==> src/rtl/lcd_frame_scanner.sv <==
// Raster scanner for a 240x320 ILI9341-style panel: sends the full-screen window command
// sequence, then streams one RGB565 word per pixel over an 8080 16-bit write bus.
module lcd_frame_scanner #(
    parameter int H_PIX   = 240,
    parameter int V_PIX   = 320,
    parameter int PIX_LAT = 1,
    parameter int WR_LOW  = 2,
    parameter int WR_HIGH = 2
) (
    input  logic        clock,
    input  logic        reset,
    input  logic        start,
    input  logic        continuous,
    output logic        busy,
    output logic        frame_done,
    output logic [7:0]  xAddLCD,
    output logic [8:0]  yAddLCD,
    input  logic [15:0] pixelData,
    output logic        lcd_cs_n,
    output logic        lcd_rs,
    output logic        lcd_wr_n,
    output logic        lcd_rd_n,
    output logic [15:0] lcd_data
);

    localparam logic [1:0] ST_IDLE = 2'd0;
    localparam logic [1:0] ST_CMD  = 2'd1;
    localparam logic [1:0] ST_PIX  = 2'd2;
    localparam logic [1:0] ST_DONE = 2'd3;

    localparam logic [1:0] PH_SETUP = 2'd0;
    localparam logic [1:0] PH_LOW   = 2'd1;
    localparam logic [1:0] PH_HIGH  = 2'd2;

    localparam logic [7:0]  SETUP_LAST = 8'(PIX_LAT - 1);
    localparam logic [7:0]  LOW_LAST   = 8'(WR_LOW - 1);
    localparam logic [7:0]  HIGH_LAST  = 8'(WR_HIGH - 1);
    localparam logic [7:0]  X_LAST     = 8'(H_PIX - 1);
    localparam logic [8:0]  Y_LAST     = 9'(V_PIX - 1);
    localparam logic [15:0] H_M1       = 16'(H_PIX - 1);
    localparam logic [15:0] V_M1       = 16'(V_PIX - 1);
    localparam logic [3:0]  WIDX_LAST  = 4'd10;

    logic [1:0]  state_q, state_d;
    logic [1:0]  phase_q, phase_d;
    logic [7:0]  cnt_q, cnt_d;
    logic [3:0]  widx_q, widx_d;
    logic [7:0]  x_q, x_d;
    logic [8:0]  y_q, y_d;
    logic        rs_q, rs_d;
    logic [15:0] data_q, data_d;

    logic        phase_end;
    logic [15:0] cmd_word;
    logic        cmd_rs;

    always_comb begin
        case (phase_q)
            PH_SETUP: phase_end = (cnt_q == SETUP_LAST);
            PH_LOW:   phase_end = (cnt_q == LOW_LAST);
            default:  phase_end = (cnt_q == HIGH_LAST);
        endcase
    end

    // Window setup: column address set, page address set, then memory write.
    always_comb begin
        cmd_rs = 1'b1;
        case (widx_q)
            4'd0:    begin cmd_word = 16'h002A; cmd_rs = 1'b0; end
            4'd3:    cmd_word = {8'h00, H_M1[15:8]};
            4'd4:    cmd_word = {8'h00, H_M1[7:0]};
            4'd5:    begin cmd_word = 16'h002B; cmd_rs = 1'b0; end
            4'd8:    cmd_word = {8'h00, V_M1[15:8]};
            4'd9:    cmd_word = {8'h00, V_M1[7:0]};
            4'd10:   begin cmd_word = 16'h002C; cmd_rs = 1'b0; end
            default: cmd_word = 16'h0000;
        endcase
    end

    always_comb begin
        state_d = state_q;
        phase_d = phase_q;
        cnt_d   = cnt_q;
        widx_d  = widx_q;
        x_d     = x_q;
        y_d     = y_q;
        rs_d    = rs_q;
        data_d  = data_q;
        unique case (state_q)
            ST_IDLE: begin
                if (start || continuous) begin
                    state_d = ST_CMD;
                    phase_d = PH_SETUP;
                    cnt_d   = '0;
                    widx_d  = '0;
                end
            end
            ST_CMD, ST_PIX: begin
                if (!phase_end) begin
                    cnt_d = cnt_q + 8'd1;
                end else begin
                    cnt_d = '0;
                    case (phase_q)
                        PH_SETUP: begin
                            phase_d = PH_LOW;
                            if (state_q == ST_CMD) begin
                                data_d = cmd_word;
                                rs_d   = cmd_rs;
                            end else begin
                                data_d = pixelData;
                                rs_d   = 1'b1;
                            end
                        end
                        PH_LOW: phase_d = PH_HIGH;
                        default: begin
                            phase_d = PH_SETUP;
                            if (state_q == ST_CMD) begin
                                if (widx_q == WIDX_LAST) begin
                                    state_d = ST_PIX;
                                    widx_d  = '0;
                                end else begin
                                    widx_d = widx_q + 4'd1;
                                end
                            end else if (x_q == X_LAST) begin
                                x_d = '0;
                                if (y_q == Y_LAST) begin
                                    y_d     = '0;
                                    state_d = ST_DONE;
                                end else begin
                                    y_d = y_q + 9'd1;
                                end
                            end else begin
                                x_d = x_q + 8'd1;
                            end
                        end
                    endcase
                end
            end
            ST_DONE: begin
                state_d = continuous ? ST_CMD : ST_IDLE;
                phase_d = PH_SETUP;
                cnt_d   = '0;
                widx_d  = '0;
            end
        endcase
    end

    always_ff @(posedge clock or posedge reset) begin
        if (reset) begin
            state_q <= ST_IDLE;
            phase_q <= PH_SETUP;
            cnt_q   <= '0;
            widx_q  <= '0;
            x_q     <= '0;
            y_q     <= '0;
            rs_q    <= 1'b1;
            data_q  <= '0;
        end else begin
            state_q <= state_d;
            phase_q <= phase_d;
            cnt_q   <= cnt_d;
            widx_q  <= widx_d;
            x_q     <= x_d;
            y_q     <= y_d;
            rs_q    <= rs_d;
            data_q  <= data_d;
        end
    end

    // The synchronous pixel ROM registers the address on the slot boundary edge itself,
    // so it is fed the next-state address; its output is then valid after PIX_LAT setup clocks.
    assign xAddLCD    = x_d;
    assign yAddLCD    = y_d;
    assign busy       = (state_q != ST_IDLE);
    assign frame_done = (state_q == ST_DONE);
    assign lcd_cs_n   = !((state_q == ST_CMD) || (state_q == ST_PIX));
    assign lcd_wr_n   = !(((state_q == ST_CMD) || (state_q == ST_PIX)) && (phase_q == PH_LOW));
    assign lcd_rd_n   = 1'b1;
    assign lcd_rs     = rs_q;
    assign lcd_data   = data_q;

endmodule
==> config.mk <==
export PLATFORM = sky130hd
export DESIGN_NAME = lcd_frame_scanner
export DESIGN_NICKNAME = d
export VERILOG_FILES = /design/src/rtl/lcd_frame_scanner.sv
export SDC_FILE = /design/constraint.sdc
export NUM_CORES = 1
export LEC_CHECK = 0
export CORE_MARGIN = 2
export CORE_UTILIZATION = 40
export DETAILED_ROUTE_END_ITERATION = 16
export PLACE_DENSITY_LB_ADDON = 0.08
export SLEW_MARGIN = 25
export SYNTH_ARGS = -nofsm -noshare
export SYNTH_HDL_FRONTEND = slang
export SYNTH_SLANG_ARGS = --single-unit
==> constraint.sdc <==
create_clock -name clock -period 3.25 [get_ports clock]
set_input_delay 0.4875 -clock clock [delete_from_list [all_inputs] [get_ports clock]]
set_output_delay 0.4875 -clock clock [all_outputs]
set_load 0.03 [all_outputs]
======== Word-level counts from Yosys, hierarchy flattened ========
Index checks and enable logic that the tools add are counted.
storage, ports and cells
  bits in registers ....................... 50
  input port bits ......................... 20
  output and inout port bits .............. 39
  word-level logic and storage cells ...... 86
cells by class
  add/sub/neg operators ................... 4
  eq/ne operators ......................... 19
  mux-type cells .......................... 38
  reduce and logical (&&, ||, !) cells .... 17
operator list
  kind                                                             count
  8-bit 2-to-1 mux                                                 7
  9-bit 2-to-1 mux                                                 6
  8-bit case mux with 6 select lines                               1
  8-bit case mux with 3 select lines                               1
  4-bit 2-to-1 mux                                                 5
  2-bit 2-to-1 mux                                                 9
  8-bit by 1-bit adder with 8-bit output, second input constant    2
  16-bit 2-to-1 mux                                                1
  4-bit == test, second input constant                             3
  2-bit case mux with 3 select lines                               2
  4-bit case mux with 3 select lines                               1
  9-bit by 1-bit adder with 9-bit output, second input constant    1
  9-bit == test, second input constant                             1
  3-bit != test, second input constant                             3
  4-bit by 3-bit == test with 1-bit output, second input constant  2
  8-bit by 1-bit == test with 1-bit output, second input constant  1
  8-bit == test, second input constant                             1
  8-bit logical NOT                                                1
  2-bit != test, second input constant                             4
  6-bit AND reduction                                              1
  4-bit by 1-bit adder with 4-bit output, second input constant    1
  2-bit by 1-bit == test with 1-bit output, second input constant  2
  2-bit == test, second input constant                             2
  2-bit logical NOT                                                2
  other kinds (12)                                                 18

======== Logic depth before layout (Yosys ltp) ========
Gate-level depths: netlist of the first run.
  depth in word-level cells ............... 7
  mapped depth ............................ 9

======== Worst setup path after synthesis of the first run ========
Ideal clock, no wire load.
  path type ............................... flip-flop to output port
  start ................................... register state_q[1]
  end ..................................... output port xAddLCD[7]
  data arrival time ....................... 2.513 ns
  setup slack ............................. 0.250 ns
  cell stages (with the launch flop) ...... 9
  path buffers ............................ 2
  cell sequence ........................... dfrtp_1 -> inv_1 -> ha_1 -> buf_2 -> and3b_1 -> o2111a_1 -> clkbuf_1 -> nand2_1 -> o31ai_1
between the ends
  cells in the longest elaborated chain, start to end .. 5
  elaborated cells on any way between the ends .. 7
  classes of those cells .................. eq/ne (2); mux (4); reduce/logical (1)
RTL lines
  item                                      line     source
  from (decl)                               44       logic [1:0] state_q, state_d;
  from (signal assigned)                    159      state_q <= state_d;
  2-bit by 1-bit == test with 1-bit output  89, 117
  8-bit 2-to-1 mux                          117      if (state_q == ST_CMD) begin
  8-bit 2-to-1 mux                          103      case (phase_q)
  8-bit 2-to-1 mux                          99       if (!phase_end) begin
  8-bit 2-to-1 mux *                        89       unique case (state_q)
  to (decl)                                 16       output logic [7:0] xAddLCD,
Mark *: on every way between the ends. The rest lies on a longest branch, timed or not.

======== Final worst setup path of the first run ========
  start ................................... register state_q[1]
  end ..................................... output port xAddLCD[1]
The elaborated chain is that of the path after synthesis.

==> impl_results.md, run 1 <==
- HPWL after detailed placement: roughly 4400 um
- FF-to-FF End: lcd_data[13]
- Max-slew violations: 0
- Largest net degree at the start of global routing: 28
- Hold Fails Final Rpt: 0
- Largest family of logic cells by synthesized area: simple AND/OR/NAND/NOR gates
- DR vias/cell: 5.22
- Finished Cell Area: 0.00355 mm2
- Nets@finish: 385
- Multiplexer share of the synthesized area: 0.0242
- Die Span X: 87.5 um
- Slew of the pin with the lowest slew margin: 525 ps
- Worst reg2reg path depth: 8
- Syn Inst Count: 296
- Boundary pin count: 59
- Gpl congestion: 0.811
- Syn_nets: about 330
- Reg2reg setup slack: 810 ps
- Area Overhead vs Synth: 27.2%
- CORE AREA: about 0.0068 mm2
- Mapped Area: between 0.002 and 0.003 mm2
- Clk root buf: clkbuf_8
- DP Area: 0.00342 mm2
- Vias in the first global route: ~2,100
- Finished Core Util: 0.525
- Die area: about 0.0077 mm2
- Number of H-tree levels: 2
- Synthesized-area fraction occupied by xor and xnor cells: 0.0377
- Slew headroom: 0.650
- Fmax: 0.327 GHz
- Clk Latency, worst-skew pair: 300 ps
- Vias: 2,278
- CTS clock-pin slew for the worst setup and hold paths: ~100 ps
- #FFs+latches synth: 50
- Initial antenna violation count: 0
- WP data arrival: 2570 ps
- Min Tclk post-route: 3060 ps
- Synth top area cells: dfrtp_1 44%, nand2_1 6.2%, ha_1 4.5%
- Num Clock Sinks: 50
- Ant diodes: 0
- Status: finished, final reports clean
- DRT iter0 DRCs: 81
- Worst Path Class, Setup: register to primary output
- Ys async rst share: 1.00
- Startpoint types: register
- FILL cells: 639
- Endpoint of the worst hold path: lcd_data[14]
- DRC Markers: 0
- Post-synth EDFFs: 0
- Top cell type's share of synthesized area: 0.439
- Final setup fails: 0
- CTS max path bufs: 2
- Final period util: 0.940
- Antenna-violating nets left: 0
- Peak supply drop: 294 uV
- Number of buffers created by CTS: 5
- # rows: 30
- Leak: 0.00167 uW
- Die H: about 90 um
- TritonCTS clock tree: yes
- Primary FF master, synth: dfrtp_1
- Max-Cap Viols: 0
- Setup_tns: 0 ps
- First-pass GRT wire length: 10,200 um
- Synth warn: 0
- Share of the yosys chip area belonging to registers: 0.449
- Total GRT Usage: 0.167
- Worst Hold Launch: lcd_data[14]
- Hold Path Stages: 2
- Mapped Avg Cell Area: 9.43 um2
- Wire per inst: 13.8 um
- Pwr per Cell Area: 311 mW/mm2
- Total gr overflow: 0
- CP cell instances: inv_1, ha_1, and3b_1, o2111a_2, mux2_2, clkdlybuf4s50_1
- Final WL: 6030 um
- Synth cell count leaders: 49 x dfrtp_1, 46 x nand2_1, 18 x o21ai_0
- CP Max Fanout: 7
- Share of layout cells above drive strength 1: 0.154
- Number of port buffers: 57
- Initial core utilization: 0.413
- Slowest stage delay, CP: 590 ps
- Worst Hold Class: register to register
- Final Skew: 8.50 ps
- RSZ-0062 raised after global routing: false
- Distinct cell type count after synthesis: 58
- Slowest-stage cell, CP: clkdlybuf4s50_1
- Most frequent cell after synthesis: dfrtp_1
- CP Capture Type: primary output
- Cell taking the most area after synthesis: dfrtp_1
- Adder-Cell Fraction of Synth Area: 0.0448
- Synth Area in Compound Gates: 0.172
- Worst Setup SP: state_q[1]
- Critical path required time: 2760 ps
- Pre-antenna DRT Iters: 4
- Simple-gate share of the synthesized area: 0.221
- Worst R2R Start: state_q[1]
cell families (layout without fill, tap and decap cells):
| kind of cell | count (synthesis) | after routing |
|---|---|---|
| simple gates | 120 | 120 |
| compound gates | 68 | 68 |
| flops | 50 | 50 |
| buf+inv | 29 | 89 |
| xor+xnor | 12 | 12 |
| fa+ha+maj | 10 | 10 |
| mux | 6 | 6 |
| other cells | 1 | 1 |
cell type report:
type | instances | area [um2] | area share
multi-input cells | 217 | 1400 | 0.395
well taps | 80 | 100 | 0.0282
inverters | 13 | 48.8 | 0.0137
clock inverters | 3 | 45.0 | 0.0127
flip-flops and latches | 50 | 1250 | 0.353
clock buffers | 5 | 68.8 | 0.0194
repair buffers | 68 | 632 | 0.178
sequential cells by signal (all words and copies together), names as in the netlist:
register,cells
lcd_rs,1
lcd_data,16
y_q,9
phase_q,2
state_q,2
cnt_q,8
x_q,8
widx_q,4
how the worst max path moves through the flow:
stage	end	slack (ps)	cells after the start
final	xAddLCD[1]	190	6
after global routing	yAddLCD[6]	20	8
after detailed placement	yAddLCD[8]	220	9
after floorplan	xAddLCD[7]	250	8
after global placement	yAddLCD[8]	270	9
after CTS	yAddLCD[2]	20	7
layout by cell type (no fill, tap or decap), types with 2 or more instances in the layout:
| cell type | instances |
|---|---|
| o31ai_1 | 6 |
| dlymetal6s2s_1 | 3 |
| dfrtp_1 | 49 |
| xor2_1 | 8 |
| or3b_2 | 2 |
| o21ai_0 | 18 |
| nand3b_1 | 2 |
| nand2_1 | 46 |
| a21o_1 | 5 |
| xnor2_1 | 4 |
| o21ai_2 | 10 |
| or4_1 | 2 |
| nand2b_1 | 7 |
| mux2_2 | 2 |
| nor2_1 | 17 |
| clkdlybuf4s50_1 | 41 |
| ha_1 | 10 |
| and4_1 | 2 |
| o21ai_1 | 4 |
| buf_4 | 21 |
| a31oi_1 | 2 |
| clkinvlp_4 | 2 |
| nand3_1 | 12 |
| dlygate4sd2_1 | 3 |
| and3_1 | 6 |
| mux2i_1 | 3 |
| clkbuf_8 | 5 |
| inv_1 | 12 |
| nor2b_1 | 2 |
| nand4_1 | 6 |
| o2111ai_1 | 2 |
| nor3_1 | 6 |
| a21oi_1 | 6 |
metal layers:
layer / share of wire / global-route usage
met4: 0.0051 / 0.0392
met3: 0.039 / 0.0332
met2: 0.47 / 0.269
met5: 0 / 0
met1: 0.49 / 0.232
report_power, final:
| group | switching [uW] | internal, uW | total [uW] |
|---|---|---|---|
| Clock | 214 | 229 | 444 |
| Sequential | 0 | 622 | 622 |
| Combinational | 17.6 | 20.9 | 38.5 |
per-stage QoR:
step	setup WS [ps]	hold WS (ps)	cells	total power, uW
floorplan	250	519	296	646
global placement	271	460	427	674
detailed placement	221	470	427	673
CTS	16.8	493	435	1120
global route	20.8	509	436	1140
finish	195	484	436	1100
what timing repair did:
| action | CTS | global route |
|---|---|---|
| hold endpoints to repair | 0 | 0 |
| endpoints found under the setup margin | 5 | 10 |
| hold buffers | 0 | 0 |
| resized for setup | 4 | 4 |
| setup buffers | 0 | 1 |
worst max-delay path, delay by kind of cell (launching register included):
kind                     cells  cell delay (ps)
flip-flops                   1              430
adder cells (fa/ha/maj)      1              290
AND/OR/NAND/NOR              1              190
AO/OA/AOI/OAI                1              310
buffers and inverters        2              690
multiplexers                 1              360
No activity file was read; power rests on OpenSTA's default activity.
==> run 2: changes to the inputs <==
ABC_CLOCK_PERIOD_IN_PS = 3250   (was default)
SETUP_SLACK_MARGIN = 0.5   (was default)
==> run 2 against run 1 <==
Effect of this change: fmax rose by 6.4%; power fell by 7.2%; utilization up 1.9 points; sequential share of layout area decreased by 1.2 points; global-route usage down 0.079 points; wire length increased by 4.5%; largest cell class unchanged.
==> impl_results.md, run 2 (synthesized netlist as in run 1, its figures left out) <==
- Max reg flops: 16
- Area Overhead vs Synth: 31.7%
- Slowest stage delay, CP: 480 ps
- Die area: 0.00766 mm2
- # rows: 30
- Antenna-violating nets left: 0
- Setup_tns: 0 ps
- Status: finished, final reports clean
- CORE AREA: 0.00676 mm2
- Worst R2R Start: state_q[0]
- Number of H-tree levels: 2
- Min Tclk post-route: between 2000 and 3000 ps
- Clk root buf: clkbuf_8
- Die H: about 90 um
- Worst Setup SP: state_q[0]
- CTS clock-pin slew for the worst setup and hold paths: around 90 ps
- Fin cells: 445
- Total GRT Usage: 0.166
- Clk Latency, worst-skew pair: roughly 300 ps
- Vias in the first global route: around 2,100
- CTS max path bufs: 2
- Startpoint types: register
- Nets@finish: 394
- Pre-antenna DRT Iters: 5
- Critical path required time: 2760 ps
- Peak supply drop: between 100 and 150 uV
- WHS: ~480 ps
- WP data arrival: 2380 ps
- Worst Hold Class: register to register
- Hold Fails Final Rpt: 0
- Number of buffers created by CTS: 5
- Wire per inst: 14.2 um
- Boundary pin count: 59
- DRT iter0 DRCs: 108
- CP Capture Type: primary output
- Share of layout cells above drive strength 1: 0.236
- Num Clock Sinks: 50
- First-pass GRT wire length: ~10,000 um
- Worst Hold Launch: lcd_data[5]
- Commonest non-fill, non-tap cells in the layout: 49 x dfrtp_1, 44 x nand2_1, 40 x clkdlybuf4s50_1
- Final period util: 0.884
- Number of port buffers: 57
- Total gr overflow: 0
- Gpl congestion: 0.814
- Leak: between 0.0015 and 0.002 uW
- TritonCTS clock tree: yes
- Dpl cells: 426
- Vias: 2,334
- HPWL after detailed placement: 4360 um
- Max-slew violations: 0
- Ant diodes: 0
- Hold-fix buffers at CTS: 0
- Most common cell after layout, fill and taps aside: dfrtp_1
- DR vias/cell: 5.24
- Slowest-stage cell, CP: or4b_4
- RSZ-0062 raised after global routing: true
- Initial antenna violation count: 0
- Final setup fails: 0
- Final WL: between 6000 and 7000 um
- Initial core utilization: 0.413
- Largest net degree at the start of global routing: 35
- CP Max Fanout: 5
- Worst Path Class, Setup: register to primary output
- Final Skew: 6.12 ps
- DRC Markers: 0
- CP cell instances: inv_2, ha_4, and3b_1, o2111a_2, or4b_4, nor3_2, a21o_1, buf_6
- Die Span X: about 88 um
- FILL cells: between 600 and 700
- Max-Cap Viols: 0
- Pwr per Cell Area: between 200 and 300 mW/mm2
- Fmax: approximately 0.35 GHz
==> run 2: final timing paths <==
kind                       cells after the start  slack [ps]           end
max                                            8         380    yAddLCD[6]
min                                            2         480   lcd_data[5]
max reg2reg                                    7        1070        lcd_rs
min reg2reg                                    2         480   lcd_data[5]
max in group asynchronous                      3        2000    phase_q[1]
min in group asynchronous                      2         490  lcd_data[15]
==> run 2: critical path, delay by kind of cell, from the launching register on <==
family	cells	cell delay (ps)
compound gates	2	410
fa+ha+maj	1	260
flops	1	390
buf+inv	2	210
simple gates	3	800
==> run 2: area by class of cell <==
type / instances / area [um2] / area share
inverter: 13 / 48.8 / 0.0133
clock buffer: 6 / 72.6 / 0.0197
sequential: 50 / 1250 / 0.341
timing repair buffer: 77 / 688 / 0.187
multi-input combinational: 217 / 1500 / 0.408
tap: 80 / 100 / 0.0272
clock inverter: 2 / 13.8 / 0.00375
==> run 2: stage by stage <==
step	total power, uW	cell area, um2	setup slack, ps	utilization
detailed placement	673	3450	170	0.510
CTS	1040	3640	388	0.539
global placement	674	3450	244	0.510
global route	1070	3670	266	0.544
finish	1020	3670	378	0.544
floorplan	646	2820	504	-
==> run 2: layer usage <==
layer,global-route usage,wire length (um)
met2,0.269,2960
met5,0,0
met1,0.227,3000
met4,0.0448,72
met3,0.0351,275
==> run 2: repair_timing <==
| action | CTS | global route |
|---|---|---|
| buffers inserted | 6 | 5 |
| endpoints found under the setup margin | 17 | 16 |
| gates resized for setup | 50 | 25 |
| pin swaps | 6 | 3 |
==> run 2: power by group <==
group	total [uW]	switching, uW	leakage [uW]	internal [uW]
Combinational	38.6	17.7	0.000993	20.9
Clock	364	212	0.0000452	153
Sequential	622	0	0.000659	622
Total	1020	229	0.00170	795
==> run 3: changes to the inputs <==
CORE_ASPECT_RATIO = 1.5   (was default)
SETUP_SLACK_MARGIN = default   (was 0.5)
==> run 3 against run 2 <==
Effect of this change: wire length down 1.4%; largest cell class unchanged; critical endpoint is now xAddLCD[1]; via count down 1.6%; non-clock buffer count down 9; worst hold slack better by 2.6 ps; setup slack worse by 240 ps; clock power up 1%; sequential share of layout area up 1.4 points; critical path depth down 2; clock skew up 8.7 ps.
==> impl_results.md, run 3 (synthesized netlist as in run 1, its figures left out) <==
- Antenna-violating nets left: 0
- Num Clock Sinks: 50
- Worst Hold Class: register to register
- Worst Hold Launch: lcd_data[5]
- Nets@finish: 386
- Worst R2R Start: state_q[0]
- Most common cell after layout, fill and taps aside: dfrtp_1
- Clk root buf: clkbuf_8
- Vias in the first global route: roughly 2,200
- Final WL: 6210 um
- Number of port buffers: 57
- Share of layout cells above drive strength 1: 0.157
- Final period util: 0.957
- Number of H-tree levels: 2
- # rows: 37
- HPWL after detailed placement: 4360 um
- Die area: around 0.0077 mm2
- DP Area: approximately 0.0034 mm2
- Peak supply drop: 233 uV
- Min Tclk post-route: 3110 ps
- Number of buffers created by CTS: 5
- Setup_tns: 0 ps
- Clk Latency, worst-skew pair: 310 ps
- Dpl cells: 424
- CTS clock-pin slew for the worst setup and hold paths: 100 ps
- CP Capture Type: primary output
- Die H: approximately 110 um
- Final Skew: 14.8 ps
- Worst Setup SP: state_q[0]
- Max-slew violations: 0
- DR vias/cell: 5.28
- CP Max Fanout: 7
- Total gr overflow: 0
- Slew headroom: 0.481
- Initial antenna violation count: 0
- Finished Cell Area: 0.00353 mm2
- Status: finished, final reports clean
- Pwr per Cell Area: 291 mW/mm2
- Fin cells: 435
- Commonest non-fill, non-tap cells in the layout: 48 x dfrtp_1, 46 x nand2_1, 42 x clkdlybuf4s50_1
- Largest net degree at the start of global routing: 51
- Boundary pin count: 59
- CORE AREA: 0.00681 mm2
- Max reg flops: 16
- TritonCTS clock tree: yes
- First-pass GRT wire length: 10,300 um
- Final setup fails: 0
- Critical path required time: 2760 ps
- Vias: 2,296
- Area Overhead vs Synth: 26.6%
- CTS max path bufs: 2
- Max-Cap Viols: 0
- DRT iter0 DRCs: 95
- Pre-antenna DRT Iters: 4
- Leak: 0.00164 uW
- Wire per inst: 14.3 um
- Die Span X: 72.2 um
- WP data arrival: 2620 ps
- Fmax: 0.321 GHz
- Total GRT Usage: 0.168
- Worst Path Class, Setup: register to primary output
- DRC Markers: 0
- Slew of the pin with the lowest slew margin: 779 ps
- Gpl congestion: 0.773
- Hold Fails Final Rpt: 0
- Startpoint types: register
- Initial core utilization: 0.410
- Ant diodes: 0
-- run 3: cell count changes in the layout (fill, tap and decap cells not counted), moves of 3 or more --
cell and change:
o21ai_1 -5, buf_6 -5, o21ai_0 +6, buf_4 -6, o31ai_1 +3, dlygate4sd2_1 +4, buf_2 -5
-- run 3: metal layers --
| layer | vias up | part of all wire | GRT usage |
|---|---|---|---|
| met2 | 49 | 0.51 | 0.290 |
| li1 | 1163 | - | - |
| met1 | 1074 | 0.42 | 0.204 |
| met5 | - | 0 | 0 |
| met4 | 0 | 0.021 | 0.0660 |
| met3 | 10 | 0.043 | 0.0275 |
-- run 3: final cells by class --
| type | instances | area [um2] |
|---|---|---|
| clock buffers | 5 | 68.8 |
| inverters | 13 | 48.8 |
| fillers | 660 | 3270 |
| well taps | 78 | 97.6 |
| flip-flops and latches | 50 | 1250 |
| repair buffers | 68 | 623 |
| clock inverters | 3 | 21.3 |
| multi-input cells | 218 | 1420 |
-- run 3: worst paths after layout --
path | end | slack [ps] | cells after the start
max | xAddLCD[1] | 140 | 6
min | lcd_data[5] | 480 | 2
max reg2reg | lcd_data[9] | 640 | 8
min reg2reg | lcd_data[5] | 480 | 2
max in group asynchronous | state_q[1] | 2130 | 3
min in group asynchronous | lcd_data[13] | 650 | 3
-- run 3: what timing repair did --
| item | CTS | global route |
|---|---|---|
| gates resized for setup | 6 | 6 |
| endpoints found under the setup margin | 10 | 8 |
| hold endpoints to repair | 0 | 0 |
| hold buffers | 0 | 0 |
| pin swaps | 0 | 1 |
| cloned | 0 | 1 |
| buffers inserted | 0 | 2 |
-- run 3: where the power goes --
group,leakage (uW),internal [uW],switching [uW]
Combinational,0.000935,20.9,17.5
Clock,0.0000441,152,217
Sequential,0.000658,622,0
-- run 3: worst max-delay path, stage by stage (launching register included) --
cell             delay (ps)
dfrtp_1                 380
inv_1                   110
ha_1                    310
and3b_1                 240
o2111a_2                310
mux2_2                  360
clkdlybuf4s50_1         590
-- run 3: metrics by stage --
step | utilization | hold WS (ps) | setup slack, ps | power, uW
after floorplan | - | 519 | 250 | 646
after global placement | 0.501 | 459 | 226 | 674
after detailed placement | 0.501 | 464 | 164 | 673
after CTS | 0.514 | 489 | 32.9 | 1050
after global routing | 0.519 | 515 | -14.0 | 1080
final | 0.519 | 483 | 139 | 1030
